### config.mk
export PLATFORM = sky130hd
export DESIGN_NAME = shift_rows_pipe
export DESIGN_NICKNAME = d
export VERILOG_FILES = /design/src/rtl/aes_pkg.sv /design/src/rtl/shift_rows_perm.sv /design/src/rtl/shift_rows_pipe.sv
export SDC_FILE = /design/constraint.sdc
export NUM_CORES = 1
export LEC_CHECK = 0
export ABC_AREA = 1
export BUFFER_PORTS_ARGS = -buffer_cell sky130_fd_sc_hd__clkbuf_2
export CORE_MARGIN = 1.5
export CORE_UTILIZATION = 49
export CTS_CLUSTER_SIZE = 8
export DETAILED_ROUTE_END_ITERATION = 10
export PLACE_DENSITY = 0.86
export SETUP_SLACK_MARGIN = 0.4
export SLEW_MARGIN = 10
export SYNTH_ARGS = -nofsm -noshare
export SYNTH_HDL_FRONTEND = slang
export SYNTH_SLANG_ARGS = --single-unit
### constraint.sdc
create_clock -name clk -period 4.7 [get_ports clk]
set_clock_uncertainty 0.05 [all_clocks]
set_input_delay 0.94 -clock clk [delete_from_list [all_inputs] [get_ports clk]]
set_output_delay 0.94 -clock clk [all_outputs]
set_load 0.03 [all_outputs]
### src/rtl/aes_pkg.sv
// Shared AES helpers: ShiftRows row offsets per block width and the legal-NB check.
package aes_pkg;

    // Row offsets C_r; only the 256-bit block (NB=8) widens rows 2 and 3.
    function automatic int row_offset(input int nb, input int row);
        if (nb == 8 && row >= 2) begin
            return row + 1;
        end
        return row;
    endfunction

    function automatic bit nb_is_legal(input int nb);
        return (nb == 4) || (nb == 6) || (nb == 8);
    endfunction

endpackage

### src/rtl/shift_rows_perm.sv
// Combinational ShiftRows / InvShiftRows byte permutation over an NB-column state.
module shift_rows_perm
    import aes_pkg::*;
#(
    parameter int NB = 4
) (
    input  logic [32*NB-1:0] data_i,
    input  logic             inv_i,
    output logic [32*NB-1:0] data_o
);

    // Pure wiring: each output byte picks one of two fixed source bytes.
    for (genvar c = 0; c < NB; c++) begin : g_col
        for (genvar r = 0; r < 4; r++) begin : g_row
            localparam int OFF = row_offset(NB, r);
            localparam int FWD = (c + OFF) % NB;
            localparam int BWD = (c + NB - OFF) % NB;
            assign data_o[8*(4*c+r) +: 8] = inv_i ? data_i[8*(4*BWD+r) +: 8]
                                                  : data_i[8*(4*FWD+r) +: 8];
        end
    end

endmodule

### src/rtl/shift_rows_pipe.sv
// ShiftRows stage: permutes on the input side, then buffers results in a 2-entry FIFO.
module shift_rows_pipe
    import aes_pkg::*;
#(
    parameter int NB = 4
) (
    input  logic              clk,
    input  logic              rst,
    input  logic              in_valid,
    output logic              in_ready,
    input  logic [32*NB-1:0]  in_data,
    input  logic              in_inv,
    output logic              out_valid,
    input  logic              out_ready,
    output logic [32*NB-1:0]  out_data,
    output logic              out_inv,
    output logic [1:0]        level
);

    localparam int W = 32 * NB;

    if (!nb_is_legal(NB)) begin : g_bad_nb
        $error("shift_rows_pipe: NB must be 4, 6 or 8");
    end

    logic [W-1:0] permData;
    logic [W-1:0] memData_q [2];
    logic         memInv_q  [2];
    logic         wrPtr_q, wrPtr_d;
    logic         rdPtr_q, rdPtr_d;
    logic [1:0]   level_q, level_d;
    logic         push, pop;

    shift_rows_perm #(.NB(NB)) u_perm (
        .data_i (in_data),
        .inv_i  (in_inv),
        .data_o (permData)
    );

    // Ready depends only on registered occupancy, never on out_ready.
    assign in_ready  = (level_q != 2'd2) && !rst;
    assign out_valid = (level_q != 2'd0);
    assign out_data  = memData_q[rdPtr_q];
    assign out_inv   = memInv_q[rdPtr_q];
    assign level     = level_q;
    assign push      = in_valid && in_ready;
    assign pop       = out_valid && out_ready;

    always_comb begin
        wrPtr_d = wrPtr_q;
        rdPtr_d = rdPtr_q;
        level_d = level_q;
        if (push) begin
            wrPtr_d = ~wrPtr_q;
        end
        if (pop) begin
            rdPtr_d = ~rdPtr_q;
        end
        if (push && !pop) begin
            level_d = level_q + 2'd1;
        end else if (pop && !push) begin
            level_d = level_q - 2'd1;
        end
    end

    // Storage is cleared on reset so the head reads as zero afterwards.
    always_ff @(posedge clk) begin
        if (rst) begin
            level_q      <= 2'd0;
            wrPtr_q      <= 1'b0;
            rdPtr_q      <= 1'b0;
            memData_q[0] <= '0;
            memData_q[1] <= '0;
            memInv_q[0]  <= 1'b0;
            memInv_q[1]  <= 1'b0;
        end else begin
            level_q <= level_d;
            wrPtr_q <= wrPtr_d;
            rdPtr_q <= rdPtr_d;
            if (push) begin
                memData_q[wrPtr_q] <= permData;
                memInv_q[wrPtr_q]  <= in_inv;
            end
        end
    end

endmodule

# After elaboration in Yosys (flattened, before gate mapping)

Memory sizes are Yosys's and may differ from the RTL's. A register that Yosys moved wholly into a read port is not among the register bits.
Cells that the tools add are included.

Flip-flop bits (word level): 4
Bits in writable memories: 258
Output and inout bits: 133
Word-level logic and storage cells: 47
Memories: 2

Add/subtract/negate cells: 2
Eq/ne operators: 1
Muxes and demuxes: 25
Bitwise logic cells: 2
Reduce and logical (&&, ||, !) cells: 12

Memories:

| name      | depth | bits a word | rd ports | clocked after memory_dff | wr ports | RTL line              | source |
|---|---|---|---|---|---|---|---|
| memData_q | 2     | 128         | 1        | 1                        | 2        | shift_rows_pipe.sv:27 | `logic [W-1:0] memData_q [2];` |
| memInv_q  | 2     | 1           | 1        | 1                        | 2        | shift_rows_pipe.sv:28 | `logic memInv_q [2];` |

Operators by type and width:

| kind                                              | count |
|---|---|
| two-way mux 128 bit                               | 1 |
| OR reduction 128 bit                              | 1 |
| two-way mux 8 bit                                 | 8 |
| two-way mux 1 bit                                 | 14 |
| logical AND 1 bit                                 | 5 |
| two-way mux 2 bit                                 | 2 |
| nonzero test 2 bit                                | 2 |
| logical NOT 1 bit                                 | 3 |
| adder 2 x 1 -> 2 bit (second input constant)      | 1 |
| != test 2 bit (second input constant)             | 1 |
| inverter 1 bit                                    | 2 |
| subtractor 2 x 1 -> 2 bit (second input constant) | 1 |
| OR reduction 1 bit                                | 1 |

# Depth between registers and ports, before layout

Gate-level depths: netlist of run 1.

Depth in word-level cells: 8
Depth in mapped cells: 11
Mapped depth without buffers: 11

# Hierarchy

Synthesis of run 1 repeated with hierarchy kept, for this count alone.

Cells, all modules: 1126
Area total of the unflattened synthesis: 12766.0 sq um

Modules (own cells, without submodules):

| module          | instances | cells an instance | area an instance (sq um) | seq. area each (sq um) |
|---|---|---|---|---|
| shift_rows_pipe | 1         | 856               | 11441.0                  | 7847.5 |
| shift_rows_perm | 1         | 270               | 1325.0                   | 0.0 |

# Worst setup path before layout of run 1

No wires, ideal clock.

Path type: in2reg
Start point: input port rst
End point: memory memData_q[0][0] (netlist name) (enable)
Setup time: 0.493 ns
Arrival: 4.300 ns
Required time: 4.157 ns
Slack: -0.143 ns
Cell stages on the path: 7
Path through: inv_2 nand3_2 inv_2 nand2_2 buf_6 buf_6 nand2_1

RTL lines:

| element            | RTL line              | source |
|---|---|---|
| start: declaration | shift_rows_pipe.sv:8  | `input logic rst,` |
| end: declaration   | shift_rows_pipe.sv:27 |  |

==> metrics.txt, run 1 <==
Final Hold Vio Count 0; cts hold-fix bufs 0; RSZ-0062 raised after global routing false; reg2reg start level[1]$_SDFFE_PP0P_; vias in the first global route 8,033; area leader, netlist edfxtp_1; Port Buffers 265; Worst R2R Setup Slack 2.15 ns; post-DP HPWL 16,700 µm; Global Route Usage Sum 0.210; status finished, final reports clean; VDD IR max 0.312 mV; initial antenna violation count 0; post-CTS resize count 0; Syn. warnings 0; worst r2r path cells 5; first-pass GRT wire length 42,200 µm; P&R area growth vs syn 21.6%; layout cell share with drive strength beyond 1 0.441; Die ar. 25,300 µm²; sequential area share after synthesis 0.657; Initial DRC Count 545; # diodes 0; flops & latches, synth 263; max_slew headroom 0.388; final cell utilization of the core 0.613; Synth cell types 21; Setup Fix Bufs, Post-CTS 0; transition time of the tightest slew-check pin 0.917 ns; TritonCTS clock tree done; Hold Crit Class reg2reg; CP arrival 2.39 ns; pin count of the biggest net entering global routing 82; Placed Area 13,500 µm²; Crit. End Element primary output; final setup fails 0; Yosys top cell area share 0.649; H-tree depth 2; initial core utilization 0.504; clock tree buffer depth 3; worst endpoint required time 3.71 ns; CP endpoint out_data[26]; total power 6.88 mW; core footprint 23,700 µm²; WS Path Type reg2out; row count 56; nets 1,359; Die W 159 µm; Die Height 159 µm; Period minus WS final 3.38 ns; top cells by area, synth edfxtp_1 65%, mux2_2 12%, nor2_1 5.4%, nor2_2 4.7%, inv_1 3.2%; FF-to-FF End memData_q[1][96]$_SDFFCE_PN0P_; CTS Buf Count 38; worst skew pair latency 0.49 ns; Mapped Avg Cell Area 12.4 µm²; crit path max fanout 51; Placed Cells 1,504; Post-Syn Area 11,900 µm²; GPL Wtd Cong 0.797; Mapped Cells 966; Non-Filler Instances 1,553; PwrDens 474 nW/µm²; CTS clock-pin slew for the worst setup and hold paths 0.05 ns; Worst setup SP type register; root buffer cell clkbuf_16; vias per cell 5.12; P_leak 6.42 nW; WL final 26,800 µm; Max-Cap Viols 0; clk sinks 263; Final ANT Viol Nets 0; Wirelength per Cell 17.2 µm; DRC 0; design area 14,500 µm²; drt pass-1 iters 5; GRT Residual Overflow 0; highest clock rate 296 MHz; Net Count, Synth 1,100; final slew viol count 0; TNS Setup 0 ns; I/O pin count 266; Vias 7,954; final worst-path cycle share 0.719
==> sequential cells by signal, summed over array words and instances, names as in the netlist, named ones only <==
name,cells
level,2
memData_q,256
memInv_q,2
rdPtr_q,1
wrPtr_q,1
==> where the power goes <==
part           leakage, nW  switching [mW]  internal (mW)
Sequential            2.74          0.0910           2.83
Clock                0.515           0.896           1.54
Combinational         3.16            1.03          0.501
Total                 6.42            2.01           4.87
==> cells in the mapped netlist <==
library cell and number:
edfxtp_1 258, nor2_1 173, mux2_2 129, inv_1 102, nor2_2 89, nand2_1 74, o21ai_1 47, buf_2 36
o21ai_0 18, buf_6 11, clkbuf_1 5, dfxtp_1 5, inv_2 4, a21oi_1 3, buf_4 3, nand2_2 2
nand3_1 2, nand4_1 2, buf_8 1, ha_1 1, nand3_2 1
==> logic make-up (layout without fill, tap and decap cells) <==
group | after synthesis | after routing | share of synthesized area
buf+inv | 162 | 430 | 0.0635
simple gates | 343 | 343 | 0.128
fa+ha+maj | 1 | 1 | 0.00105
mux | 129 | 129 | 0.122
compound gates | 68 | 68 | 0.0285
flops | 263 | 263 | 0.657
==> cell type report <==
cell class | count | area (µm²)
fillers | 1877 | 9160
clock buffers | 49 | 1060
repair buffers | 275 | 1440
inverters | 106 | 398
flip-flops and latches | 263 | 7850
well taps | 319 | 399
multi-input cells | 541 | 3380
==> metal layers <==
layer | track usage | wire length [µm] | up-vias
met4 | 0.0948 | 1100 | 0
li1 | - | - | 3747
met3 | 0.0380 | 1680 | 76
met5 | 0 | 0 | -
met1 | 0.270 | 11000 | 3800
met2 | 0.351 | 13000 | 331
==> worst max-delay path, stage by stage, from the launching register on <==
cell and delay, ns:
dfxtp_4 0.80, buf_4 0.45, mux2_2 0.40, clkbuf_2 0.19
==> cells in the final DEF (no fill, tap or decap), types with 3 or more instances in the layout <==
cell / netlist / routed
edfxtp_1: 258 / 258
mux2_2: 129 / 129
nand2_1: 74 / 72
nand2_8: 0 / 3
clkbuf_1: 5 / 8
clkbuf_2: 0 / 265
dfxtp_1: 5 / 4
nor2_1: 173 / 173
inv_2: 4 / 4
nor2_2: 89 / 89
a21oi_1: 3 / 3
o21ai_1: 47 / 47
inv_1: 102 / 102
buf_4: 3 / 7
o21ai_0: 18 / 18
clkbuf_16: 0 / 41
buf_12: 0 / 3
==> worst min-delay path by stage <==
stage	from	to	slack, ns	depth (start not counted)
6_report	rdPtr_q$_SDFFE_PP0P_	register	0.46	2
2_1_floorplan	rdPtr_q$_SDFFE_PP0P_	register	0.41	2
5_1_grt	rdPtr_q$_SDFFE_PP0P_	register	0.51	2
3_5_place_dp	rdPtr_q$_SDFFE_PP0P_	register	0.43	2
4_1_cts	rdPtr_q$_SDFFE_PP0P_	register	0.45	2
3_3_place_gp	rdPtr_q$_SDFFE_PP0P_	rdPtr_q$_SDFFE_PP0P_	0.43	2
==> through the flow <==
step / worst slack [ns] / hold slack (ns)
3_5_place_dp: 1.39 / 0.429
3_3_place_gp: 1.46 / 0.431
5_1_grt: 1.21 / 0.507
2_1_floorplan: 1.13 / 0.415
4_1_cts: 1.28 / 0.452
6_report: 1.32 / 0.457
Note: power is estimated with default switching activity, not from simulation.
==> run 2: changes to the inputs <==
CORE_UTILIZATION = 50   (was 49)
PLACE_DENSITY = 0.85   (was 0.86)
clock period = 3.4 ns   (was 4.7 ns; I/O delays follow)
==> run 2 against run 1 <==
  * Non-clock buffer count rose by 2
  * Cell area rose by 0.14%
  * Power rose by 37%
  * Sequential power rose by 37%
  * Routed wire length fell by 0.26%
  * Sequential share of layout area fell by 0.074 points
  * Flip-flop and latch count did not move
  * Worst hold slack got worse by 0.018 ns
  * Core utilization rose by 0.63 points
  * Clock-buffer cell count fell by 3
  * Register-to-register slack got worse by 0.74 ns
  * Global-route usage rose by 0.33 points
  * Critical path type unchanged
  * Critical endpoint is now out_data[13]
==> metrics.txt, run 2 (synthesized netlist as in run 1, its figures left out) <==
transition time of the tightest slew-check pin 0.874 ns (was 0.917 ns); Fillers 1,808 (was 1,877); crit path max fanout 34 (was 51); PwrDens 649 nW/µm² (was 474 nW/µm²); Fin Hold WS 0.439 ns (was 0.457 ns); met3 Resource Use GR 0.0405 (was 0.0380); max_slew headroom 0.417 (was 0.388); Sequential Area 7850 µm² (unchanged); H-tree depth 2 (unchanged); Worst path slowest cell buf_4 (was dfxtp_4); largest stage delay on the critical path 0.44 ns (was 0.80 ns); clk sinks 263 (unchanged); multi-input logic area 3380 µm² (unchanged); reg2reg start level[0]$_SDFFE_PP0P_ (was level[1]$_SDFFE_PP0P_); clock tree buffer depth 3 (unchanged); Crit path max-delay family buffers and inverters (was flip-flops); Crit. End Element primary output (unchanged); Worst setup SP type register (unchanged); CP bufs+invs 2 (unchanged); pin count of the biggest net entering global routing 130 (was 82); Final Hold Vio Count 0 (unchanged); CTS Buf Count 38 (unchanged); Port Buffers 265 (unchanged); final setup fails 0 (unchanged); vias per cell 5.07 (was 5.12); row count 56 (unchanged); CP arrival 1.99 ns (was 2.39 ns); Vias 7,881 (was 7,954); post-CTS resize count 0 (unchanged); FF-to-FF End memData_q[1][38]$_SDFFCE_PN0P_ (was memData_q[1][96]$_SDFFCE_PN0P_); Die W 158 µm (was 159 µm); Most flops, register memData_q (unchanged); Setup Fix Bufs, Post-CTS 0 (unchanged); P_leak 6.43 nW (was 6.42 nW); initial antenna violation count 0 (unchanged); GPL Wtd Cong 0.809 (was 0.797); DRC 0 (unchanged); CTS clock-pin slew for the worst setup and hold paths 0.05 ns (about the same); post-DP HPWL 16,700 µm (about the same); worst endpoint required time 2.67 ns (was 3.71 ns); total power 9.44 mW (was 6.88 mW); Die ar. 24,800 µm² (was 25,300 µm²); Final ANT Viol Nets 0 (unchanged); TNS Setup 0 ns (unchanged); WS Path Type reg2out (unchanged); most frequent cells in the layout 265 x clkbuf_2, 258 x edfxtp_1, 173 x nor2_1 (unchanged); status finished, final reports clean (unchanged); Worst R2R Setup Slack 1.41 ns (was 2.15 ns); drt pass-1 iters 5 (unchanged); I/O pin count 266 (unchanged); GR Util met1 0.273 (was 0.270); Die Height 158 µm (was 159 µm); TritonCTS clock tree done (unchanged); first-pass GRT wire length 40,700 µm (was 42,200 µm); nets 1,361 (was 1,359); initial core utilization 0.509 (was 0.504); RSZ-0062 raised after global routing false (unchanged); worst hold stages 3 (was 2); VDD IR max 0.517 mV (was 0.312 mV); Period minus WS final 2.72 ns; commonest non-fill, non-tap cell in the layout clkbuf_2 (unchanged); core footprint 23,500 µm² (was 23,700 µm²); layout cell share with drive strength beyond 1 0.442 (was 0.441); worst skew pair latency 0.49 ns (about the same); Global Route Usage Sum 0.214 (was 0.210); GRT Residual Overflow 0 (unchanged); vias in the first global route 7,930 (was 8,033); worst-path cell chain buf_4 > mux2_2 > clkbuf_2 (unchanged); Setup WS post-layout 0.682 ns (was 1.32 ns); hold path endpoint memData_q[0][117]$_SDFFCE_PN0P_; Hold Path Origin in_data[53] (was rdPtr_q$_SDFFE_PP0P_); worst r2r path cells 5 (unchanged); number of flip-flops under the largest register name 256 (unchanged); pre-CTS setup slack 0.882 ns (was 1.39 ns); final slew viol count 0 (unchanged); final worst-path cycle share 0.799; highest clock rate 368 MHz; Initial DRC Count 513 (was 545); P&R area growth vs syn 21.8% (was 21.6%); met2 usage 0.350 (was 0.351); Max-Cap Viols 0 (unchanged); GRT busiest layer met2 (unchanged); root buffer cell clkbuf_16 (unchanged); Wirelength per Cell 17.2 µm (about the same); cts hold-fix bufs 0 (unchanged); Hold Crit Class in2reg (was reg2reg); WL final 26,700 µm (was 26,800 µm); # diodes 0 (unchanged)
-- run 2: cell type report --
type                            count  share of cell area
Timing Repair Buffer              277               0.103
Inverter                          106              0.0274
Clock inverter                      1            0.000602
Tap cell                          319              0.0274
Clock buffer                       46              0.0689
Sequential cell                   263               0.540
Multi-Input combinational cell    541               0.232
-- run 2: where the power goes --
group          internal (mW)  total (mW)  leakage, nW  switching, mW
sequential              3.91        3.99         2.74         0.0846
clock                   2.03        3.28        0.493           1.24
combinational          0.706        2.17         3.19           1.46
total                   6.65        9.44         6.43           2.79
-- run 2: tightest hold or removal path: cells and delay by family --
kind	cells	cell delay, ns
AND/OR/NAND/NOR	1	0.08
buffers and inverters	2	0.11
-- run 2: worst max-delay path by stage --
stage	from	slack, ns	to	depth (start not counted)
floorplan	rst	0.73	memData_q[0][0]$_SDFFCE_PN0P_	7
global placement	rst	0.93	memData_q[1][50]$_SDFFCE_PN0P_	5
detailed placement	rst	0.88	memData_q[1][52]$_SDFFCE_PN0P_	5
CTS	register	0.65	out_data[13]	3
global route	register	0.60	out_data[86]	3
finish	register	0.68	out_data[13]	3
-- run 2: metal layers --
metal | share of wire | routed length, µm
met4 | 0.045 | 1210
met2 | 0.48 | 12900
met1 | 0.42 | 11200
met3 | 0.052 | 1380
met5 | 0 | 0
-- run 2: metrics by stage --
stage,utilization,cells,instance area [µm²]
after floorplan,-,966,12000
after global placement,0.577,1506,13500
after detailed placement,0.577,1506,13500
after CTS,0.620,1553,14500
after global routing,0.620,1553,14500
final,0.620,1553,14500
